--- src/rtl/spare_alloc_decoder.sv ---
// Spare-PE allocation bitmap writer: decodes alloc/release commands into a one-hot
// select and maintains the availability mask. Optional macro: STICKY_ERR_EN.
module spare_alloc_decoder #(
    parameter int   OUTPUT_WIDTH = 4,
    parameter logic ENCODED_VAL  = 1'b0,
    localparam int  NUM_ENCODED_BITS = $clog2(OUTPUT_WIDTH),
    localparam int  CNT_BITS         = $clog2(OUTPUT_WIDTH + 1)
) (
    input  logic                        clk,
    input  logic                        rst,
    input  logic                        cmd_valid,
    output logic                        cmd_ready,
    input  logic                        cmd_op,
    input  logic [NUM_ENCODED_BITS-1:0] cmd_idx,
    output logic                        rsp_valid,
    input  logic                        rsp_ready,
    output logic                        rsp_err,
    output logic [OUTPUT_WIDTH-1:0]     decoded_out,
    output logic [OUTPUT_WIDTH-1:0]     mask_out,
    output logic [CNT_BITS-1:0]         free_count,
    output logic                        full
`ifdef STICKY_ERR_EN
    ,
    output logic                        err_sticky
`endif
);

    localparam logic OP_ALLOC   = 1'b0;
    localparam logic OP_RELEASE = 1'b1;
    localparam logic [NUM_ENCODED_BITS:0] W_EXT = (NUM_ENCODED_BITS + 1)'(OUTPUT_WIDTH);
    localparam logic [OUTPUT_WIDTH-1:0]   ONE   = {{(OUTPUT_WIDTH - 1){1'b0}}, 1'b1};

    typedef enum logic [1:0] {IDLE, EXEC, RESP} state_t;

    state_t                      state;
    logic                        cap_op;
    logic [NUM_ENCODED_BITS-1:0] cap_idx;
    logic [OUTPUT_WIDTH-1:0]     sel;
    logic                        idx_ok;
    logic                        sel_free;
    logic                        err;

    // An out-of-range index shifts the one-hot off the top, so sel is all zero.
    always_comb begin
        sel      = ONE << cap_idx;
        idx_ok   = {1'b0, cap_idx} < W_EXT;
        sel_free = ((|(mask_out & sel)) == ENCODED_VAL);
        err      = !idx_ok
                || (cap_op == OP_ALLOC   && !sel_free)
                || (cap_op == OP_RELEASE &&  sel_free);
    end

    assign full = (free_count == '0);

    always_ff @(posedge clk) begin
        if (rst) begin
            state       <= IDLE;
            cap_op      <= OP_ALLOC;
            cap_idx     <= '0;
            cmd_ready   <= 1'b1;
            rsp_valid   <= 1'b0;
            rsp_err     <= 1'b0;
            decoded_out <= '0;
            mask_out    <= {OUTPUT_WIDTH{ENCODED_VAL}};
            free_count  <= CNT_BITS'(OUTPUT_WIDTH);
`ifdef STICKY_ERR_EN
            err_sticky  <= 1'b0;
`endif
        end else begin
            case (state)
                IDLE: begin
                    if (cmd_valid && cmd_ready) begin
                        cap_op    <= cmd_op;
                        cap_idx   <= cmd_idx;
                        cmd_ready <= 1'b0;
                        state     <= EXEC;
                    end
                end
                EXEC: begin
                    rsp_valid <= 1'b1;
                    rsp_err   <= err;
                    if (!err) begin
                        mask_out    <= mask_out ^ sel;
                        free_count  <= sel_free ? free_count - CNT_BITS'(1)
                                                : free_count + CNT_BITS'(1);
                        decoded_out <= sel;
                    end else begin
                        decoded_out <= '0;
                    end
`ifdef STICKY_ERR_EN
                    if (err) err_sticky <= 1'b1;
`endif
                    state <= RESP;
                end
                RESP: begin
                    // Response fields stay frozen until the consumer takes them.
                    if (rsp_ready) begin
                        rsp_valid <= 1'b0;
                        cmd_ready <= 1'b1;
                        state     <= IDLE;
                    end
                end
                default: begin
                    state     <= IDLE;
                    cmd_ready <= 1'b1;
                    rsp_valid <= 1'b0;
                end
            endcase
        end
    end

endmodule

--- config.mk ---
export PLATFORM = sky130hd
export DESIGN_NAME = spare_alloc_decoder
export DESIGN_NICKNAME = d
export VERILOG_FILES = /design/src/rtl/spare_alloc_decoder.sv
export SDC_FILE = /design/constraint.sdc
export NUM_CORES = 1
export LEC_CHECK = 0
export BUFFER_PORTS_ARGS = -buffer_cell sky130_fd_sc_hd__buf_4
export CORE_ASPECT_RATIO = 0.9
export CORE_UTILIZATION = 47
export CTS_CLUSTER_SIZE = 20
export DETAILED_ROUTE_END_ITERATION = 12
export HOLD_SLACK_MARGIN = 0.05
export PLACE_DENSITY = 0.74
export SLEW_MARGIN = 0
export SYNTH_ARGS = -nofsm -noshare
export SYNTH_HDL_FRONTEND = slang
export SYNTH_SLANG_ARGS = --single-unit
--- constraint.sdc ---
create_clock -name clk -period 2.1 [get_ports clk]
set_input_delay 0.105 -clock clk [delete_from_list [all_inputs] [get_ports clk]]
set_output_delay 0.105 -clock clk [all_outputs]
set_load 0.01 [all_outputs]
==> results of run 1 <==
[kinds of logic (layout without fill, tap and decap cells)]
family | Yosys count | after routing | synth area share [%]
AO/OA/AOI/OAI | 8 | 8 | 5.11
XOR/XNOR | 1 | 1 | 0.894
adder cells (fa/ha/maj) | 5 | 5 | 7.15
buffers and inverters | 9 | 35 | 3.57
flip-flops | 19 | 19 | 38.8
multiplexers | 12 | 12 | 14.6
AND/OR/NAND/NOR | 46 | 46 | 29.9
[per-layer routing]
layer | share of wire, % | routed length, µm | track usage, % | vias to the layer above
li1 | - | - | - | 398
met1 | 46 | 876 | 22.2 | 363
met2 | 49 | 923 | 28.3 | 14
met3 | 3.7 | 70 | 4.71 | 2
met4 | 0.80 | 15 | 8.57 | 0
met5 | 0 | 0 | 0 | -
[final timing paths]
check | startpoint | endpoint | slack [ns] | depth (start not counted)
max | cap_idx[1] | free_count[2] | 0.12 | 9
min | cmd_idx[0] | cap_idx[0] | 0.06 | 3
max reg2reg | cap_idx[1] | free_count[2] | 0.12 | 9
min reg2reg | rsp_valid | rsp_valid | 0.50 | 2
[sequential cells by signal, indices dropped and copies added, names as in the netlist]
register / cells
cap_idx: 2
cap_op: 1
cmd_ready: 1
decoded_out: 4
free_count: 3
mask_out: 4
rsp_err: 1
rsp_valid: 1
state: 2
[worst register-to-register path, cell delays in order, from the launching register on]
cell and delay (ns):
sky130_fd_sc_hd__dfxtp_4 0.38, sky130_fd_sc_hd__nand2_2 0.08, sky130_fd_sc_hd__inv_2 0.04, sky130_fd_sc_hd__ha_4 0.15
sky130_fd_sc_hd__nor4_4 0.28, sky130_fd_sc_hd__inv_1 0.10, sky130_fd_sc_hd__fa_2 0.34, sky130_fd_sc_hd__nor4bb_1 0.25
sky130_fd_sc_hd__mux2i_1 0.12, sky130_fd_sc_hd__mux2i_1 0.13
[repair_timing]
action / CTS / global route
setup buffers: 0 / 1
endpoints found under the setup margin: 0 / 1
resized for setup: 0 / 6
hold endpoints to repair: 3 / 0
hold buffers: 3 / 0
[stage by stage]
stage,util (%),setup TNS [ns],instance area (µm²),instances
2_1_floorplan,-,-0.0185,1000,100
3_3_place_gp,61.5,0,1190,143
3_5_place_dp,61.5,0,1190,143
4_1_cts,64.5,0,1250,150
5_1_grt,65.9,-0.0192,1270,151
6_report,65.9,0,1270,151
[Yosys cell counts, drive strengths merged (2+ instances only)]
master   n  area share [%]
nor2    12             4.6
or3b     3             2.7
nand3b   5             3.8
nand2    2            0.77
inv      4             1.5
nor3     3             1.5
ha       4             5.1
clkbuf   4             1.5
o21ai    3             1.5
mux2     2             3.1
a21oi    2             1.0
nand2b  10             6.4
mux2i   10              11
nor2b    6             3.8
dfxtp   19              39
nor4bb   2             2.0
[final cells by class]
type	instances	area (µm²)
Fill cell	164	659
Multi-Input combinational cell	72	602
Sequential cell	19	388
Timing Repair Buffer	27	210
Tap cell	25	31.3
Clock buffer	3	22.5
Inverter	4	15.0
Clock inverter	1	5.00
[cell usage in the layout (no fill, tap or decap), drive strengths merged, types with 3 or more instances in the layout]
master,instances
o21ai,3
inv,4
nand3b,5
ha,4
dlygate4sd3,3
dfxtp,19
nor2,12
nand2b,10
buf,24
nor2b,6
or3b,3
mux2i,10
nor3,3
clkbuf,3
[power by group through the flow]
stage                     Clock (mW)  Combinational [mW]  Sequential (mW)
after floorplan                    0               0.103            0.414
after global placement             0               0.156            0.412
after detailed placement           0               0.160            0.415
after CTS                      0.192               0.165            0.406
after global routing           0.208               0.182            0.409
final                          0.181               0.167            0.405
==> results.txt, run 1 <==
- The run finished with clean final reports.
* Die span in x: 50.1 µm
- DP HPWL: 1.33 mm
- Pin placement for this block handled 22 I/O pins.
- The number of buffers and inverters on the critical path is 2.
- TritonCTS built the clock tree.
* Core box area: 1930 µm²
- The synthesized design contains 0 enable-type register cells.
- The detailed router placed 777 vias in this run.
- Final Max Tran Viols: 0
- Wire length of the first global-routing pass: 2.97 mm
- Residual overflow from global routing: 0
* Overall die area: 2270 µm²
- Per-cell via count in the routed design: 5.15
- When the netlist entered floorplanning its net count stood at 112.
- Maximum level of the CTS H-tree: 1
- Clock latency on the worst-skew pair: 0.29 ns
- Cell internal power was estimated by the tool at 0.544 mW.
* Pre-Repair DR Iteration Count: 4
- In this run the tool buffered the top-level ports with 21 buffer cells.
* Fraction of the yosys area taken by sequential cells: 38.8%
- Unrepaired setup endpoints after global routing: yes
- For this run, the slowest stage of the critical path takes 0.38 ns.
- STA classifies the critical path endpoint as a flip-flop.
- Maximum clock skew at final layout: 0.00625 ns
- In this run the cell area of the synthesized design comes to 980 µm².
- Critical path's top delay family: simple AND/OR/NAND/NOR gates
* Number of antenna-violating nets in the routed design: 0
- Entering global routing, the biggest net connects 32 pins.
* Type of origin of the critical path: flip-flop
* Class of the tightest hold or removal check: in2reg
- For this block, the routed nets add up to 1.89 mm of wire.
* Transition time at the pin with the least slew margin: 0.490 ns
- Hold is met by 0.0623 ns.
- Crit-path max FO: 6
- Leak pwr: 0.539 nW
- Number of antenna violations at the first check in global routing: 0
- Net switching power: 0.209 mW
* Final nets: 139
- Measured against its own limit, the worst slew margin works out to 67.1%.
* Buffer depth of the longest clock path: 2
- Combinational cells account for 22.2% of the total power.
* Relative area change from synthesis to final layout: 30.0%
* Synth warn: 0
- For this design, the slowest cell found on the critical path is sky130_fd_sc_hd__dfxtp_4.
- Static timing analysis puts the maximum clock frequency at 505 MHz.
- Per report_power, the sequential group accounts for 53.7% of the total.
- Across the run, the number of max-cap violations was 0.
- Among the stages of the critical path, the cell type that occurs most often is sky130_fd_sc_hd__mux2i_1.
- Peak supply drop: 344 µV
- Clock slew seen by the registers of the worst setup and hold paths: 0.11 ns
- Post-layout min period: 1.98 ns
- Clock Power Share: 24.1%
- Synth cell types: 27
- Walking the worst path, the cells encountered are nand2_2, inv_2, ha_4, nor4_4, inv_1, fa_2, nor4bb_1, mux2i_1, mux2i_1.
- The first routing iteration left 6 violations.
* Worst path required time: 2.28 ns
* WP data arrival: 2.16 ns
* Gate count of the mapped netlist: 100
* Number of global-route vias before repair: 676
- Number of buffers added by the clock tree synthesis step: 3
* Post-synth ARST share: 0%
- Final Cycle Share: 94.2%
- Diode insertion count for antenna repair: 0
- Setup slack after layout: 0.121 ns
* GPL Wtd Cong: 0.748
- Rows: 15
- The number of hold violations in the final report is 0.
- Setup violations remaining at the end of the flow were counted as 0.
- The design draws 0.753 mW.
- The die is 45.3 µm tall.
* Top flip-flop cell by instance count after synthesis: sky130_fd_sc_hd__dfxtp_1
- In the global route stage, overall resource usage came out at 17.7%.
- DR WL/cell: 12.5 µm
* Share of final-layout standard cells stronger than drive strength 1: 34.1%
* Switching portion of total power: 27.7%
- DP Worst Slack: 0.0545 ns
- Mean area per synthesized cell: 9.80 µm²
* Effective utilization at floorplan: 50.7%
* Clock Root Buffer: sky130_fd_sc_hd__clkbuf_4
- Clock tree synthesis found a total of 19 sinks.
* Power per unit of standard cell area: 591 nW/µm²
- DRC viols: 0
- After synthesis the netlist holds a flip-flop and latch count of 19.
- Critical path type: reg2reg
Power figures use the tool's default switching activity.
==> inputs of run 2 (changes only) <==
Settings changed: ABC_AREA set to 1, CORE_UTILIZATION 47 to 46, GPL_TIMING_DRIVEN set to 0, PLACE_DENSITY 0.74 to 0.73.
==> results.txt, run 2 <==
- Clock slew seen by the registers of the worst setup and hold paths: 0.11 ns (about the same)
* Number of antenna-violating nets in the routed design: 0 (unchanged)
- The routability congestion estimate from global placement is 0.829 (was 0.748).
- The proportion of layout cells with a drive suffix above 1 is 24.8% (was 34.1%).
- The per-cell via count in the routed design came to 4.78 (was 5.15).
- The largest net degree at the start of global routing was 12 (was 32).
- The HPWL after detailed placement is 1.34 mm (was 1.33 mm).
- The overall power was 0.793 mW (was 0.753 mW).
* Buffers on Ports: 21 (unchanged)
- The worst setup path category is reg2reg (unchanged).
* Kind of end point of the critical path: flip-flop (unchanged)
- The area of the core is 1910 µm² (was 1930 µm²).
- The sink count of the clock tree is 19 (unchanged).
- CTS tree: yes (unchanged)
- Post-Synthesis Cell Area: 931 µm² (was 980 µm²)
- Number of DRC markers after the initial detailed-route iteration: 10 (was 6)
- The worst-case vdd ir drop is 487 µV (was 344 µV).
- The number of cells after detailed placement came to 165 (was 143).
- The timing-limited maximum frequency was 595 MHz (was 505 MHz).
- The total DRC errors in the routed layout is 0 (unchanged).
- The share of synthesized cell area in and, or, nand and nor gates is 32.9% (was 29.9%).
- Worst rel slew slack: 84.6% (was 67.1%)
- The adder-cell area share of the yosys netlist came to 7.53% (was 7.15%).
- Multiplexer share of the synthesized area: 0% (was 14.6%)
* Residual overflow from global routing: 0 (unchanged)
* Cell with the most instances after synthesis: sky130_fd_sc_hd__nand2_1 (was sky130_fd_sc_hd__dfxtp_1)
* Clock latency on the worst-skew pair: 0.30 ns (was 0.29 ns)
- The number of placed I/O pins is 22 (unchanged).
- Number of gates resized after cts: 0 (unchanged)
* Overall die area: 2210 µm² (was 2270 µm²)
- The maximum count of clock buffers along a single path is 2 (unchanged).
* Transition time at the pin with the least slew margin: 0.230 ns (was 0.490 ns)
- Pre-Repair DR Iteration Count: 4 (unchanged)
- WP data arrival: 1.89 ns (was 2.16 ns)
* Dominant combinational cell family by area after synthesis: simple AND/OR/NAND/NOR gates (unchanged)
- Post-route non-filler standard cell count: 170 (was 151)
- The total number of yosys warnings was 0 (unchanged).
* Synthesized-area fraction occupied by xor and xnor cells: 0% (was 0.894%)
* Top flip-flop cell by instance count after synthesis: sky130_fd_sc_hd__dfxtp_1 (unchanged)
- The worst hold margin was 0.0834 ns (was 0.0623 ns).
* Post-synth ARST share: 0% (unchanged)
- DP Worst Slack: 0.424 ns (was 0.0545 ns)
- The height of the die is 44.7 µm (was 45.3 µm).
- The data required time of the critical path was 2.31 ns (was 2.28 ns).
- Unrepaired setup endpoints after global routing: no (was yes).
* Leak pwr: 0.595 nW (was 0.539 nW)
- The startpoint class of the critical path is a flip-flop (unchanged).
- The global-route wire length before repair is 2.95 mm (was 2.97 mm).
* Compound-cell area share of the yosys netlist: 8.33% (was 5.11%)
* Max-capacitance violation count: 0 (unchanged)
- Diode insertion count for antenna repair: 0 (unchanged)
- The number of antenna violations at the first check in global routing is 0 (unchanged).
- The count of flip-flops with a built-in enable after synthesis came to 0 (unchanged).
- The shortest clock period the worst path allows after layout came to 1.68 ns (was 1.98 ns).
- Buffer count from post-CTS setup fixing: 0 (unchanged)
- Crit-path max FO: 4 (was 6)
* Setup tns final: 0 ns (unchanged)
- The least setup slack across all paths after layout was 0.419 ns (was 0.121 ns).
* Count of state elements after synthesis: 19 (unchanged)
* Final Max Tran Viols: 0 (unchanged)
- Top post-synthesis cells by count: sky130_fd_sc_hd__nand2_1 (22), sky130_fd_sc_hd__dfxtp_1 (19), sky130_fd_sc_hd__inv_1 (19) (was sky130_fd_sc_hd__dfxtp_1 (19), sky130_fd_sc_hd__nor2_1 (12), sky130_fd_sc_hd__nand2b_1 (10)).
- Fraction of the yosys area taken by sequential cells: 40.9% (was 38.8%)
- Maximum clock skew at final layout: 0.00416 ns (was 0.00625 ns)
- The number of rows created at floorplan is 15 (unchanged).
- The layout filler cell count is 190 (was 164).
* Outcome: finished, final reports clean (unchanged)
- The global routing usage summed across all routing layers is 17.7% (about the same).
- Maximum level of the CTS H-tree: 1 (unchanged)
- The total clock buffers created by CTS is 3 (unchanged).
* Clock Root Buffer: sky130_fd_sc_hd__clkbuf_4 (unchanged)
- Biggest area consumer among synthesized cells: sky130_fd_sc_hd__dfxtp_1 (unchanged)
- Number of global-route vias before repair: 714 (was 676)
* Die span in x: 49.4 µm (was 50.1 µm)
- Gate count of the mapped netlist: 119 (was 100)
* Effective utilization at floorplan: 48.6% (was 50.7%)
- The layout net count is 158 (was 139).
- The most common library cell in the layout ignoring fill and taps is sky130_fd_sc_hd__nand2_1 (was sky130_fd_sc_hd__buf_4).
- The number of hold violations in the final report was 0 (unchanged).
* Top post-synthesis cells by area: sky130_fd_sc_hd__dfxtp_1 (41%), sky130_fd_sc_hd__nand2_1 (8.9%), sky130_fd_sc_hd__inv_1 (7.7%), sky130_fd_sc_hd__nor2_1 (6.5%), sky130_fd_sc_hd__ha_1 (5.4%) (was sky130_fd_sc_hd__dfxtp_1 (39%), sky130_fd_sc_hd__mux2i_1 (9.2%), sky130_fd_sc_hd__nand2b_1 (6.4%), sky130_fd_sc_hd__ha_1 (5.1%), sky130_fd_sc_hd__nor2_1 (4.6%))
- Mean area per synthesized cell: 7.82 µm² (was 9.80 µm²)
* Power per unit of standard cell area: 685 nW/µm² (was 591 nW/µm²)
- The area share of the largest cell type after synthesis came to 40.9% (was 38.8%).
- Commonest non-fill, non-tap cells in the layout: sky130_fd_sc_hd__nand2_1 (22), sky130_fd_sc_hd__buf_4 (21), sky130_fd_sc_hd__inv_1 (19), sky130_fd_sc_hd__dfxtp_1 (19), sky130_fd_sc_hd__nor2_1 (16) (was sky130_fd_sc_hd__buf_4 (24), sky130_fd_sc_hd__dfxtp_1 (17), sky130_fd_sc_hd__nor2_1 (12)).
* Synth cell types: 20 (was 27)
- The average wire per cell in the routed design came to 10.2 µm (was 12.5 µm).
- Largest regs: decoded_out: 4 flops, mask_out: 4 flops, free_count: 3 flops (unchanged)
- Class of the tightest hold or removal check: in2reg (unchanged)
- The number of setup violations in the final report came to 0 (unchanged).
- Final Cycle Share: 80.0% (was 94.2%)
- Relative area change from synthesis to final layout: 24.3% (was 30.0%)
- Post-Syn Nets: 131 (was 112)
* Vias after detailed routing: 812 (was 777)
- Overall routed net length: 1.74 mm (was 1.89 mm)
==> run 2: cell types whose count changed after synthesis, sizes merged, moves of 6 or more <==
cell,delta
nand3,+8
nor2b,-6
nor2,+7
a21oi,+7
mux2i,-10
inv,+15
nand2,+24
nand2b,-10
==> run 2: kinds of logic (layout without fill, tap and decap cells) <==
family / after synthesis / count (layout)
simple gates: 59 / 59
fa+ha+maj: 5 / 5
buf+inv: 21 / 47
compound gates: 15 / 15
flops: 19 / 19
==> run 2: routing by layer <==
metal / global-route usage, % / routed length [µm]
met4: 5.14 / 14
met3: 6.19 / 71
met2: 31.0 / 815
met5: 0 / 0
met1: 20.8 / 841
==> run 2: final timing paths <==
kind / from / endpoint / slack [ns] / depth (start not counted)
setup / recovery: cap_idx[0] / free_count[1] / 0.42 / 9
hold / removal: cmd_op / cap_op / 0.08 / 3
setup reg to reg: cap_idx[0] / free_count[1] / 0.42 / 9
hold reg to reg: decoded_out[2] / decoded_out[2] / 0.47 / 2
==> run 2: critical path, stage by stage, from the launching register on <==
cell	delay, ns
sky130_fd_sc_hd__dfxtp_1	0.34
sky130_fd_sc_hd__inv_1	0.07
sky130_fd_sc_hd__nor2_1	0.06
sky130_fd_sc_hd__ha_1	0.21
sky130_fd_sc_hd__nor2_4	0.16
sky130_fd_sc_hd__nand2_4	0.08
sky130_fd_sc_hd__fa_1	0.48
sky130_fd_sc_hd__inv_1	0.04
sky130_fd_sc_hd__nor2_1	0.09
sky130_fd_sc_hd__nor2_1	0.05
==> run 2: area by class of cell <==
class | instances | area [µm²] | area share, %
inverters | 19 | 71.3 | 6.16
flip-flops and latches | 19 | 380 | 32.9
repair buffers | 22 | 168 | 14.5
well taps | 25 | 31.3 | 2.70
multi-input cells | 79 | 454 | 39.2
plain buffers | 2 | 25.0 | 2.16
clock buffers | 3 | 22.5 | 1.95
clock inverters | 1 | 5.00 | 0.432
==> run 2: repair_timing <==
item | 4_1_cts | 5_1_grt
hold buffers | 1 | 0
endpoints found under the setup margin | 0 | 0
hold endpoints to repair | 6 | 0
==> run 2: where the power goes <==
group / leakage, nW / switching, mW / internal [mW]
Combinational: 0.422 / 0.108 / 0.0865
Sequential: 0.155 / 0.0216 / 0.388
Clock: 0.0177 / 0.117 / 0.0711
Total: 0.595 / 0.247 / 0.546
==> run 2: stage by stage <==
step | area (µm²) | util [%]
floorplan | 931 | -
global placement | 1120 | 58.5
detailed placement | 1120 | 58.5
CTS | 1160 | 60.5
global route | 1160 | 60.5
finish | 1160 | 60.5
==> inputs of run 3 (changes only) <==
Clock period 2.1 ns to 1.4 ns, I/O delays scaled along.
==> results.txt, run 3 (same netlist as run 2, synthesis figures left out) <==
- CTS tree: yes (unchanged)
* Type of origin of the critical path: flip-flop (unchanged)
- The number of global-route vias before repair is 808 (was 714).
- The worst reg-to-reg path cell count is 9 (unchanged).
* WP data arrival: 1.86 ns (was 1.89 ns)
- Final Max Tran Viols: 0 (unchanged)
- Final Cell Area: 1290 µm² (was 1160 µm²)
- Buffers on Ports: 21 (unchanged)
* Worst hold slack after final layout: 0.0491 ns (was 0.0834 ns)
- The max-capacitance violation count came to 0 (unchanged).
- The height of the die came to 44.7 µm (unchanged).
- Cell Area, Placed: 1130 µm² (was 1120 µm²)
* Combined area of the multi-input logic cells: 524 µm² (was 454 µm²)
* Commonest non-fill, non-tap cell in the layout: sky130_fd_sc_hd__buf_4 (was sky130_fd_sc_hd__nand2_1)
- The footprint of the flip-flops and latches is 388 µm² (was 380 µm²).
- The timing-limited maximum frequency came to 609 MHz (was 595 MHz).
- The number of vias in the routed layout came to 859 (was 812).
- Post-route non-filler standard cell count: 177 (was 170)
- Overall die area: 2210 µm² (unchanged)
- The area of the core was 1910 µm² (unchanged).
* Worst rel slew slack: 84.3% (was 84.6%)
* Sinks on the clock net: 19 (unchanged)
- Per-cell via count in the routed design: 4.85 (was 4.78)
- The actual slew at the worst max-slew pin is 0.236 ns (was 0.230 ns).
- Pin count of the biggest net entering global routing: 12 (unchanged)
- Clock Root Buffer: sky130_fd_sc_hd__clkbuf_4 (unchanged)
* Number of DRC markers after the initial detailed-route iteration: 9 (was 10)
* Number of antenna violations at the first check in global routing: 0 (unchanged)
* Count of boundary I/O pins: 22 (unchanged)
- Overall routed net length: 2.02 mm (was 1.74 mm)
- The number of iterations in the first detailed-routing pass came to 4 (unchanged).
- Buffer depth of the longest clock path: 2 (unchanged)
- The layout net count was 165 (was 158).
- The die span in x is 49.4 µm (unchanged).
- Number of buffers added by the clock tree synthesis step: 3 (unchanged)
* Peak supply drop: 811 µV (was 487 µV)
- Commonest non-fill, non-tap cells in the layout: sky130_fd_sc_hd__buf_4 (27), sky130_fd_sc_hd__nand2_1 (21), sky130_fd_sc_hd__dfxtp_1 (17) (was sky130_fd_sc_hd__nand2_1 (22), sky130_fd_sc_hd__buf_4 (21), sky130_fd_sc_hd__inv_1 (19), sky130_fd_sc_hd__dfxtp_1 (19), sky130_fd_sc_hd__nor2_1 (16))
* Setup slack after layout: -0.243 ns (was 0.419 ns)
- The number of setup violations in the final report is 9 (was 0).
* Largest regs: decoded_out: 4 flops, mask_out: 4 flops, free_count: 3 flops (unchanged)
- The initial core utilization was 48.6% (unchanged).
* Instance count after placement with tap cells included: 165 (unchanged)
- Kind of end point of the critical path: flip-flop (unchanged)
- Post-layout min period: 1.64 ns (was 1.68 ns)
- Unrepaired setup endpoints after global routing: yes (was no)
- The overall overflow remaining after global route is 0 (unchanged).
- The proportion of layout cells with a drive suffix above 1 is 36.8% (was 24.8%).
- The global-route wire length before repair is 3.46 mm (was 2.95 mm).
- Outcome: complete, but fails checks (was finished, final reports clean)
- The leakage power summed over all cells was 0.618 nW (was 0.595 nW).
* DRC viols: 0 (unchanged)
* Power per unit of standard cell area: 972 nW/µm² (was 685 nW/µm²)
* Number of antenna-violating nets in the routed design: 0 (unchanged)
* DP HPWL: 1.43 mm (was 1.34 mm)
- Rows: 15 (unchanged)
- Relative area change from synthesis to final layout: 39.1% (was 24.3%)
- Final-layout fill cell count: 163 (was 190)
- Diode insertion count for antenna repair: 0 (unchanged)
- The routability congestion estimate from global placement is 0.720 (was 0.829).
- Final Cycle Share: 117% (was 80.0%)
- Worst path required time: 1.62 ns (was 2.31 ns)
- Critical path type: reg2reg (unchanged)
- DR WL/cell: 11.4 µm (was 10.2 µm)
* Maximum clock skew at final layout: 0.00357 ns (was 0.00416 ns)
- Violations in the final reports: negative setup slack
- The number of cells on the worst hold path came to 3 (unchanged).
- Maximum level of the CTS H-tree: 1 (unchanged)
* Class of the tightest hold or removal check: in2reg (unchanged)
- Clock slew seen by the registers of the worst setup and hold paths: 0.11 ns (about the same)
- Global-route usage over all layers: 21.2% (was 17.7%)
- Final hold viol count: 0 (unchanged)
* Clock latency on the worst-skew pair: 0.31 ns (was 0.30 ns)
- The critical-path maximum fanout is 4 (unchanged).
-- run 3: changes by cell type in the layout (fill, tap and decap cells not counted), sizes merged --
cell and change:
dlygate4sd3 +1, buf +6
-- run 3: path summary, 6_finish.rpt --
| kind | startpoint | to | slack, ns |
|---|---|---|---|
| worst max-delay path | cap_idx[1] | free_count[1] | -0.24 |
| worst min-delay path | cmd_op | cap_op | 0.05 |
| worst max register to register | cap_idx[1] | free_count[1] | -0.24 |
| worst min register to register | decoded_out[1] | decoded_out[1] | 0.47 |
-- run 3: layer usage --
| metal | vias up | wire, µm | GRT usage, % |
|---|---|---|---|
| li1 | 445 | - | - |
| met1 | 394 | 875 | 22.8 |
| met3 | 5 | 75 | 6.53 |
| met4 | 0 | 27 | 8.00 |
| met2 | 15 | 1040 | 39.5 |
| met5 | - | 0 | 0 |
-- run 3: worst max-delay path, stage by stage (launching register included) --
cell and delay, ns:
sky130_fd_sc_hd__dfxtp_4 0.39, sky130_fd_sc_hd__inv_4 0.06, sky130_fd_sc_hd__nor2_4 0.04, sky130_fd_sc_hd__ha_4 0.16
sky130_fd_sc_hd__nor2_4 0.15, sky130_fd_sc_hd__nand2_4 0.07, sky130_fd_sc_hd__fa_2 0.51, sky130_fd_sc_hd__inv_1 0.04
sky130_fd_sc_hd__nor2_1 0.08, sky130_fd_sc_hd__nor2_1 0.05
-- run 3: power breakdown --
group          internal (mW)  switching [mW]  leakage (nW)
Combinational          0.162           0.180         0.444
Clock                  0.107           0.181        0.0177
Sequential             0.583          0.0451         0.157
Total                  0.853           0.406         0.618
-- run 3: metrics by stage --
step / utilization (%) / total power [mW] / TNS [ns] / worst slack [ns]
2_1_floorplan: - / 0.822 / -0.247 / -0.130
6_report: 67.6 / 1.26 / -1.50 / -0.243
3_5_place_dp: 59.0 / 0.924 / -1.10 / -0.246
5_1_grt: 67.6 / 1.34 / -2.65 / -0.334
3_3_place_gp: 59.0 / 0.913 / -0.729 / -0.181
4_1_cts: 67.0 / 1.26 / -1.50 / -0.263
-- run 3: layout make-up --
| cell class | instances | share of cell area [%] |
|---|---|---|
| sequential | 19 | 30.0 |
| clock inverter | 1 | 0.386 |
| timing repair buffer | 29 | 17.2 |
| multi-input combinational | 79 | 40.5 |
| tap | 25 | 2.42 |
| buffer | 2 | 1.93 |
| clock buffer | 3 | 1.74 |
| inverter | 19 | 5.89 |
-- run 3: timing repair --
item,4_1_cts,5_1_grt
buffers inserted,6,0
gates cloned,0,0
hold buffers,2,0
endpoints found under the hold margin,7,0
resized for setup,16,3
pin swaps,8,7
setup endpoints to repair,8,12
